### config.mk
export PLATFORM = sky130hd
export DESIGN_NAME = imm_encoder_flat
export DESIGN_NICKNAME = d
export VERILOG_FILES = /design/src/rtl/imm_encoder_if.sv /design/src/rtl/imm_encoder.sv /design/src/flat_wrapper.sv
export SDC_FILE = /design/constraint.sdc
export NUM_CORES = 1
export LEC_CHECK = 0
export CORE_ASPECT_RATIO = 1.5
export CORE_MARGIN = 2
export CORE_UTILIZATION = 45
export DETAILED_ROUTE_END_ITERATION = 6
export PLACE_DENSITY_LB_ADDON = 0.1
export SLEW_MARGIN = 0
export SYNTH_ARGS = -nofsm -noshare
export SYNTH_HDL_FRONTEND = slang
export SYNTH_SLANG_ARGS = --single-unit
### constraint.sdc
create_clock -name iClk -period 3.6 [get_ports iClk]
set_clock_uncertainty 0.2 [all_clocks]
set_input_delay 0.72 -clock iClk [delete_from_list [all_inputs] [get_ports iClk]]
set_output_delay 0.72 -clock iClk [all_outputs]
set_load 0.01 [all_outputs]
### src/rtl/imm_encoder_if.sv
// imm_encoder_if: request/response bundle for the immediate encoder.
//   Request  : iValid/oReady handshake with iImm_type, iImmediate, iTemplate.
//   Response : oValid/iReady handshake with oInstruction, oError.
//   Counter  : iClr_count in, oErr_count out.
//   slave  modport = encoder side, master modport = driver side.
interface imm_encoder_if #(
    parameter int CNT_W = 8
);
    logic             iValid;
    logic             oReady;
    logic [4:0]       iImm_type;
    logic [31:0]      iImmediate;
    logic [31:0]      iTemplate;
    logic             oValid;
    logic             iReady;
    logic [31:0]      oInstruction;
    logic             oError;
    logic             iClr_count;
    logic [CNT_W-1:0] oErr_count;

    modport slave (
        input  iValid, iImm_type, iImmediate, iTemplate, iReady, iClr_count,
        output oReady, oValid, oInstruction, oError, oErr_count
    );

    modport master (
        output iValid, iImm_type, iImmediate, iTemplate, iReady, iClr_count,
        input  oReady, oValid, oInstruction, oError, oErr_count
    );
endinterface

### src/rtl/imm_encoder.sv
// imm_encoder: packs a 32-bit immediate into an RV32I instruction template
// (inverse of the immediate generator), with range/alignment checking.
//   iClk, iRst : clock, asynchronous active-high reset
//   bus        : imm_encoder_if slave modport (request in, result out,
//                saturating count of errored results accepted downstream)
// Two-stage pipeline: stage 1 registers the request and its error bit,
// stage 2 holds the packed instruction until downstream takes it.
module imm_encoder #(
    parameter int CNT_W = 8
) (
    input  logic         iClk,
    input  logic         iRst,
    imm_encoder_if.slave bus
);
    // Stage 1 state
    logic             s1_valid_q, s1_valid_d;
    logic [4:0]       s1_type_q, s1_type_d;
    logic [31:0]      s1_imm_q, s1_imm_d;
    logic [31:0]      s1_tmpl_q, s1_tmpl_d;
    logic             s1_err_q, s1_err_d;
    // Stage 2 state
    logic             s2_valid_q, s2_valid_d;
    logic [31:0]      s2_instr_q, s2_instr_d;
    logic             s2_err_q, s2_err_d;
    // Error counter
    logic [CNT_W-1:0] cnt_q, cnt_d;

    logic        s1_en, s2_en;
    logic        in_err;
    logic [31:0] pk_mask, pk_field, pk_instr;

    assign s2_en = !s2_valid_q || bus.iReady;
    assign s1_en = !s1_valid_q || s2_en;

    // Range / alignment check on the incoming request.
    // A field is in range when its upper bits are all-ones or all-zeros.
    always_comb begin
        in_err = 1'b1;
        case (bus.iImm_type)
            5'b00001,
            5'b00010: in_err = !((&bus.iImmediate[31:11]) || !(|bus.iImmediate[31:11]));
            5'b00100: in_err = bus.iImmediate[0] ||
                               !((&bus.iImmediate[31:12]) || !(|bus.iImmediate[31:12]));
            5'b01000: in_err = |bus.iImmediate[11:0];
            5'b10000: in_err = bus.iImmediate[0] ||
                               !((&bus.iImmediate[31:20]) || !(|bus.iImmediate[31:20]));
            default:  in_err = 1'b1;
        endcase
    end

    // Immediate field placement. An invalid type has an empty mask, so the
    // template passes through untouched.
    always_comb begin
        pk_mask  = 32'h0;
        pk_field = 32'h0;
        case (s1_type_q)
            5'b00001: begin
                pk_mask  = 32'hFFF0_0000;
                pk_field = {s1_imm_q[11:0], 20'b0};
            end
            5'b00010: begin
                pk_mask  = 32'hFE00_0F80;
                pk_field = {s1_imm_q[11:5], 13'b0, s1_imm_q[4:0], 7'b0};
            end
            5'b00100: begin
                pk_mask  = 32'hFE00_0F80;
                pk_field = {s1_imm_q[12], s1_imm_q[10:5], 13'b0,
                            s1_imm_q[4:1], s1_imm_q[11], 7'b0};
            end
            5'b01000: begin
                pk_mask  = 32'hFFFF_F000;
                pk_field = {s1_imm_q[31:12], 12'b0};
            end
            5'b10000: begin
                pk_mask  = 32'hFFFF_F000;
                pk_field = {s1_imm_q[20], s1_imm_q[10:1], s1_imm_q[11],
                            s1_imm_q[19:12], 12'b0};
            end
            default: begin
                pk_mask  = 32'h0;
                pk_field = 32'h0;
            end
        endcase
        // On error the immediate fields are zeroed rather than filled.
        pk_instr = (s1_tmpl_q & ~pk_mask) | (s1_err_q ? 32'h0 : (pk_field & pk_mask));
    end

    always_comb begin
        s1_valid_d = s1_valid_q;
        s1_type_d  = s1_type_q;
        s1_imm_d   = s1_imm_q;
        s1_tmpl_d  = s1_tmpl_q;
        s1_err_d   = s1_err_q;
        s2_valid_d = s2_valid_q;
        s2_instr_d = s2_instr_q;
        s2_err_d   = s2_err_q;
        cnt_d      = cnt_q;

        if (s1_en) begin
            s1_valid_d = bus.iValid;
            if (bus.iValid) begin
                s1_type_d = bus.iImm_type;
                s1_imm_d  = bus.iImmediate;
                s1_tmpl_d = bus.iTemplate;
                s1_err_d  = in_err;
            end
        end

        if (s2_en) begin
            s2_valid_d = s1_valid_q;
            if (s1_valid_q) begin
                s2_instr_d = pk_instr;
                s2_err_d   = s1_err_q;
            end
        end

        // Clear takes priority over a coincident increment.
        if (bus.iClr_count)
            cnt_d = '0;
        else if (s2_valid_q && bus.iReady && s2_err_q && (cnt_q != {CNT_W{1'b1}}))
            cnt_d = cnt_q + 1'b1;
    end

    always_ff @(posedge iClk or posedge iRst) begin
        if (iRst) begin
            s1_valid_q <= 1'b0;
            s1_type_q  <= '0;
            s1_imm_q   <= '0;
            s1_tmpl_q  <= '0;
            s1_err_q   <= 1'b0;
            s2_valid_q <= 1'b0;
            s2_instr_q <= '0;
            s2_err_q   <= 1'b0;
            cnt_q      <= '0;
        end else begin
            s1_valid_q <= s1_valid_d;
            s1_type_q  <= s1_type_d;
            s1_imm_q   <= s1_imm_d;
            s1_tmpl_q  <= s1_tmpl_d;
            s1_err_q   <= s1_err_d;
            s2_valid_q <= s2_valid_d;
            s2_instr_q <= s2_instr_d;
            s2_err_q   <= s2_err_d;
            cnt_q      <= cnt_d;
        end
    end

    assign bus.oReady       = s1_en;
    assign bus.oValid       = s2_valid_q;
    assign bus.oInstruction = s2_instr_q;
    assign bus.oError       = s2_err_q;
    assign bus.oErr_count   = cnt_q;
endmodule

### src/flat_wrapper.sv
// flat-port wrapper written by rule: the top's interface ports become plain ports
module imm_encoder_flat 
#(
    parameter int CNT_W = 8
)
  (iClk, iRst, bus_iValid, bus_iImm_type, bus_iImmediate, bus_iTemplate, bus_iReady, bus_iClr_count, bus_oReady, bus_oValid, bus_oInstruction, bus_oError, bus_oErr_count);
  imm_encoder_if #(.CNT_W(CNT_W)) bus_i ();
  input  logic iClk;
  input  logic iRst;
  input wire logic [$bits(bus_i.iValid)-1:0] bus_iValid;
  input wire logic [$bits(bus_i.iImm_type)-1:0] bus_iImm_type;
  input wire logic [$bits(bus_i.iImmediate)-1:0] bus_iImmediate;
  input wire logic [$bits(bus_i.iTemplate)-1:0] bus_iTemplate;
  input wire logic [$bits(bus_i.iReady)-1:0] bus_iReady;
  input wire logic [$bits(bus_i.iClr_count)-1:0] bus_iClr_count;
  output wire logic [$bits(bus_i.oReady)-1:0] bus_oReady;
  output wire logic [$bits(bus_i.oValid)-1:0] bus_oValid;
  output wire logic [$bits(bus_i.oInstruction)-1:0] bus_oInstruction;
  output wire logic [$bits(bus_i.oError)-1:0] bus_oError;
  output wire logic [$bits(bus_i.oErr_count)-1:0] bus_oErr_count;
  assign bus_i.iValid = bus_iValid;
  assign bus_i.iImm_type = bus_iImm_type;
  assign bus_i.iImmediate = bus_iImmediate;
  assign bus_i.iTemplate = bus_iTemplate;
  assign bus_i.iReady = bus_iReady;
  assign bus_i.iClr_count = bus_iClr_count;
  assign bus_oReady = bus_i.oReady;
  assign bus_oValid = bus_i.oValid;
  assign bus_oInstruction = bus_i.oInstruction;
  assign bus_oError = bus_i.oError;
  assign bus_oErr_count = bus_i.oErr_count;
  imm_encoder #(.CNT_W(CNT_W)) u_core (.iClk(iClk), .iRst(iRst), .bus(bus_i));
endmodule
==> metrics.log <==
[metrics] run status: completed
[metrics] kind of critical path: input port to output port
[metrics] internal power summed over all cells: 2880 uW
[metrics] post-route minimum period: 2.93 ns
[metrics] count of cells along the worst hold path: 2
[metrics] global-route wire length before repair: 19600 um
[metrics] iteration count of the initial detailed-routing pass: 4
[metrics] total track usage: 0.207
[metrics] per-cell routed wire length: 17.2 um
[metrics] cell leakage power: 0.00278 uW
[metrics] core region area: 11100 sq um
[metrics] biggest area consumer among synthesized cells: dfrtp_1
[metrics] crit path cell chain: clkdlybuf4s50_1 > nand3b_1 > clkdlybuf4s50_1
[metrics] Worst setup EP type: output port
[metrics] setup repair bufs after CTS: 0
[metrics] I/O pin cnt: 117
[metrics] hold crit path type: flip-flop to flip-flop
[metrics] CTS Hold Bufs: 0
[metrics] Req. time, crit path: 2.68 ns
[metrics] Comb power frac: 0.200
[metrics] worst setup slack for register-to-register paths: 1.61 ns
[metrics] worst-case hold path end point: u_core.bus.oInstruction[19]$_DFFE_PP0P_
[metrics] final setup TNS: 0 ns
[metrics] HPWL reported at the end of detailed placement: 8630 um
[metrics] routed via count: 3688
[metrics] final RePlAce weighted congestion: 0.834
[metrics] cell count after synthesis: 416
[metrics] unrepaired setup endpoints after global routing: no
[metrics] transition time at the pin with the least slew margin: 0.825 ns
[metrics] combined flip-flop and latch cell area: 2830 sq um
[metrics] most common cell in the synthesized netlist: dfrtp_1
[metrics] total clock sinks: 113
[metrics] number of buffers created by CTS: 17
[metrics] Routed WL: 11900 um
[metrics] max-capacitance violation count: 0
[metrics] part of the cycle the worst path needs: 0.813
[metrics] effective utilization at floorplan: 0.462
[metrics] synthesis-to-layout area growth: 35.7%
[metrics] minimum hold slack: 0.278 ns
[metrics] cell seen most often among critical-path stages: clkdlybuf4s50_1
[metrics] RR Startpoint: u_core.bus.oErr_count[0]$_DFFE_PP0P_
[metrics] Async SR Flop Fraction: 1.00
[metrics] register share of total power: 0.424
[metrics] later-pin clock latency in the skew report: 0.39 ns
[metrics] area share of the leading cell type in the synthesized netlist: 0.550
[metrics] average via count per standard cell: 5.32
[metrics] Switching Power: 997 uW
[metrics] Buffers & Inverters on Critical Path: 2
[metrics] Post-Synthesis Net Count: 491
[metrics] number of global-route vias before repair: 3903
[metrics] remaining number of nets flagged by the antenna check after routing: 0
[metrics] Post-Syn Area per Cell: 12.4 sq um
[metrics] kind of launch point of the worst setup path: input port
[metrics] number of filler instances in the final layout: 910
[metrics] kind of cell adding the most delay to the critical path: buffers and inverters
[metrics] count of cells resized by post-cts repair: 0
[metrics] worst voltage drop across the vdd grid: 379 uV
[metrics] fmax: 342 MHz
[metrics] Critical-path top delay cell: clkdlybuf4s50_1
[metrics] worst r2r path cells: 7
[metrics] top cells by count, synth: 113 x dfrtp_1, 77 x mux2_2, 26 x a21oi_1
[metrics] delay of the slowest critical-path stage: 0.58 ns
[metrics] Setup-failing EPs final: 0
[metrics] count of pins over their slew limit: 0
[metrics] sequential share of the synthesized area: 0.550
[metrics] CTS tree: built
[metrics] count of nets after finishing: 610
[metrics] warnings from Yosys: 0
[metrics] most used flip-flop cell after synthesis: dfrtp_1
[metrics] number of placement rows: 47
[metrics] capture instance of the worst register-to-register path: u_core.bus.oErr_count[5]$_DFFE_PP0P_
[metrics] chip width: 91.3 um
[metrics] remaining global-route overflow: 0
[metrics] Die Footprint: 12300 sq um
[metrics] number of register bits inferred by synthesis: 113
[metrics] arrival time reported for the critical path endpoint: 2.01 ns
[metrics] initial antenna violation count: 0
[metrics] relative contribution of the clock network to total power: 0.376
[metrics] total of buffers placed on input and output ports: 116
[metrics] fraction of layout cells with a size suffix above 1: 0.249
[metrics] Switching Share: 0.257
[metrics] maximum buffer depth of the clock tree: 2
[metrics] Reg clk slew, reported paths: 0.05 ns
[metrics] number of DRC markers in iteration 0: 177
[metrics] power density of the placed cells: 556 nW/um^2
[metrics] largest fanout on the critical path: 4
[metrics] combined area of all synthesized cells: 5140 sq um
[metrics] H-Tree Depth: 4
[metrics] Synth area leaders: dfrtp_1 55%, mux2_2 17%, a22oi_1 2.6%
[metrics] buffer type at the clock tree root: clkbuf_16
[metrics] Ant. Diodes: 0
[metrics] worst slew margin relative to its limit: 0.450
[metrics] number of synthesized flops with an enable pin: 0
[metrics] Die Y-Extent: 135 um
[metrics] hold violation total from the final report: 0
[metrics] critical hold path startpoint: u_core.bus.oInstruction[19]$_DFFE_PP0P_
[metrics] pin count of the biggest net entering global routing: 44
[metrics] unique cell type count in the Yosys netlist: 51
[metrics] area of the multi-input gates: 2180 sq um
[metrics] DRC: 0
## area by class of cell
cell class              instances  area share
clock buffers                  23      0.0700
clock inverters                 7     0.00502
inverters                       2     0.00161
multi-input cells             279       0.313
flip-flops and latches        113       0.406
well taps                     147      0.0264
repair buffers                122       0.178
## routing by layer
| metal | vias up | wire length, um | track usage |
|---|---|---|---|
| met5 | - | 0 | 0 |
| met4 | 0 | 178 | 0.0715 |
| met3 | 10 | 580 | 0.0625 |
| met2 | 98 | 6480 | 0.369 |
| met1 | 1821 | 4670 | 0.234 |
| li1 | 1759 | - | - |
## worst reg2reg max path, delay by kind of cell, from the launching register on
family                     cells  cell delay [ns]
DFF                            1             0.41
xor gates and xnor gates       1             0.16
and+or+nand+nor                4             0.57
adders and majority gates      1             0.25
AOI/OAI and AO/OA              1             0.27
## power by group through the flow
| stage | Combinational, uW | Sequential (uW) | Clock, uW |
|---|---|---|---|
| 4_1_cts | 788 | 1650 | 1490 |
| 3_5_place_dp | 783 | 1670 | 0 |
| 3_3_place_gp | 766 | 1660 | 0 |
| 2_1_floorplan | 405 | 1650 | 0 |
| 6_report | 775 | 1650 | 1460 |
| 5_1_grt | 847 | 1670 | 1560 |
## through the flow
step                      total power, uW  cells  utilization  area [sq um]  setup slack [ns]
after CTS                            3930    693        0.627          6970             0.661
after global routing                 4080    693        0.627          6970             0.618
after global placement               2420    663        0.580          6450             0.695
after floorplan                      2050    416            -          5140              1.31
after detailed placement             2450    663        0.580          6450             0.663
final                                3880    693        0.627          6970             0.673
## cells in the final DEF (no fill, tap or decap), types with 3 or more instances in the layout
| master | count |
|---|---|
| clkdlybuf4s50_1 | 116 |
| dfrtp_1 | 113 |
| mux2_2 | 77 |
| a21oi_1 | 26 |
| nand2_1 | 23 |
| o21ai_0 | 19 |
| a22oi_1 | 18 |
| nor2_1 | 17 |
| clkbuf_16 | 17 |
| o21ai_1 | 12 |
| nor3b_1 | 10 |
| nor4_1 | 9 |
| clkinv_2 | 7 |
| xor2_1 | 6 |
| nand3b_1 | 6 |
| nand4_1 | 5 |
| nand3_1 | 5 |
| clkbuf_8 | 4 |
| nor3_1 | 3 |
| xnor2_1 | 3 |
| nand2b_1 | 3 |
| buf_4 | 3 |
| buf_12 | 3 |
## worst max path at each step
stage	startpoint	endpoint	slack, ns	depth (start not counted)
floorplan	iRst	u_core.bus.oErr_count[0]$_DFFE_PP0P_	1.31	1
global placement	bus_iReady	bus_oReady	0.70	3
detailed placement	bus_iReady	bus_oReady	0.66	3
CTS	bus_iReady	bus_oReady	0.66	3
global route	bus_iReady	bus_oReady	0.62	3
finish	bus_iReady	bus_oReady	0.67	3
## cell families (layout without fill, tap and decap cells)
group,count (synthesis),count (layout),share of synthesized area
AO/OA/AOI/OAI,82,82,0.0979
XOR/XNOR,11,11,0.0217
flip-flops,113,113,0.550
multiplexers,79,79,0.173
adder cells (fa/ha/maj),1,1,0.00243
buffers and inverters,24,154,0.0263
AND/OR/NAND/NOR,106,106,0.129
## state kept, by name, summed over array words and instances (netlist names)
| signal | flops |
|---|---|
| u_core.s1_type_q | 5 |
| u_core.s1_err_q | 1 |
| u_core.bus.oError | 1 |
| u_core.s1_valid_q | 1 |
| u_core.s1_imm_q | 32 |
| u_core.bus.oValid | 1 |
| u_core.bus.oInstruction | 32 |
| u_core.bus.oErr_count | 8 |
| u_core.s1_tmpl_q | 32 |
Note: power is estimated with default switching activity, not from simulation.
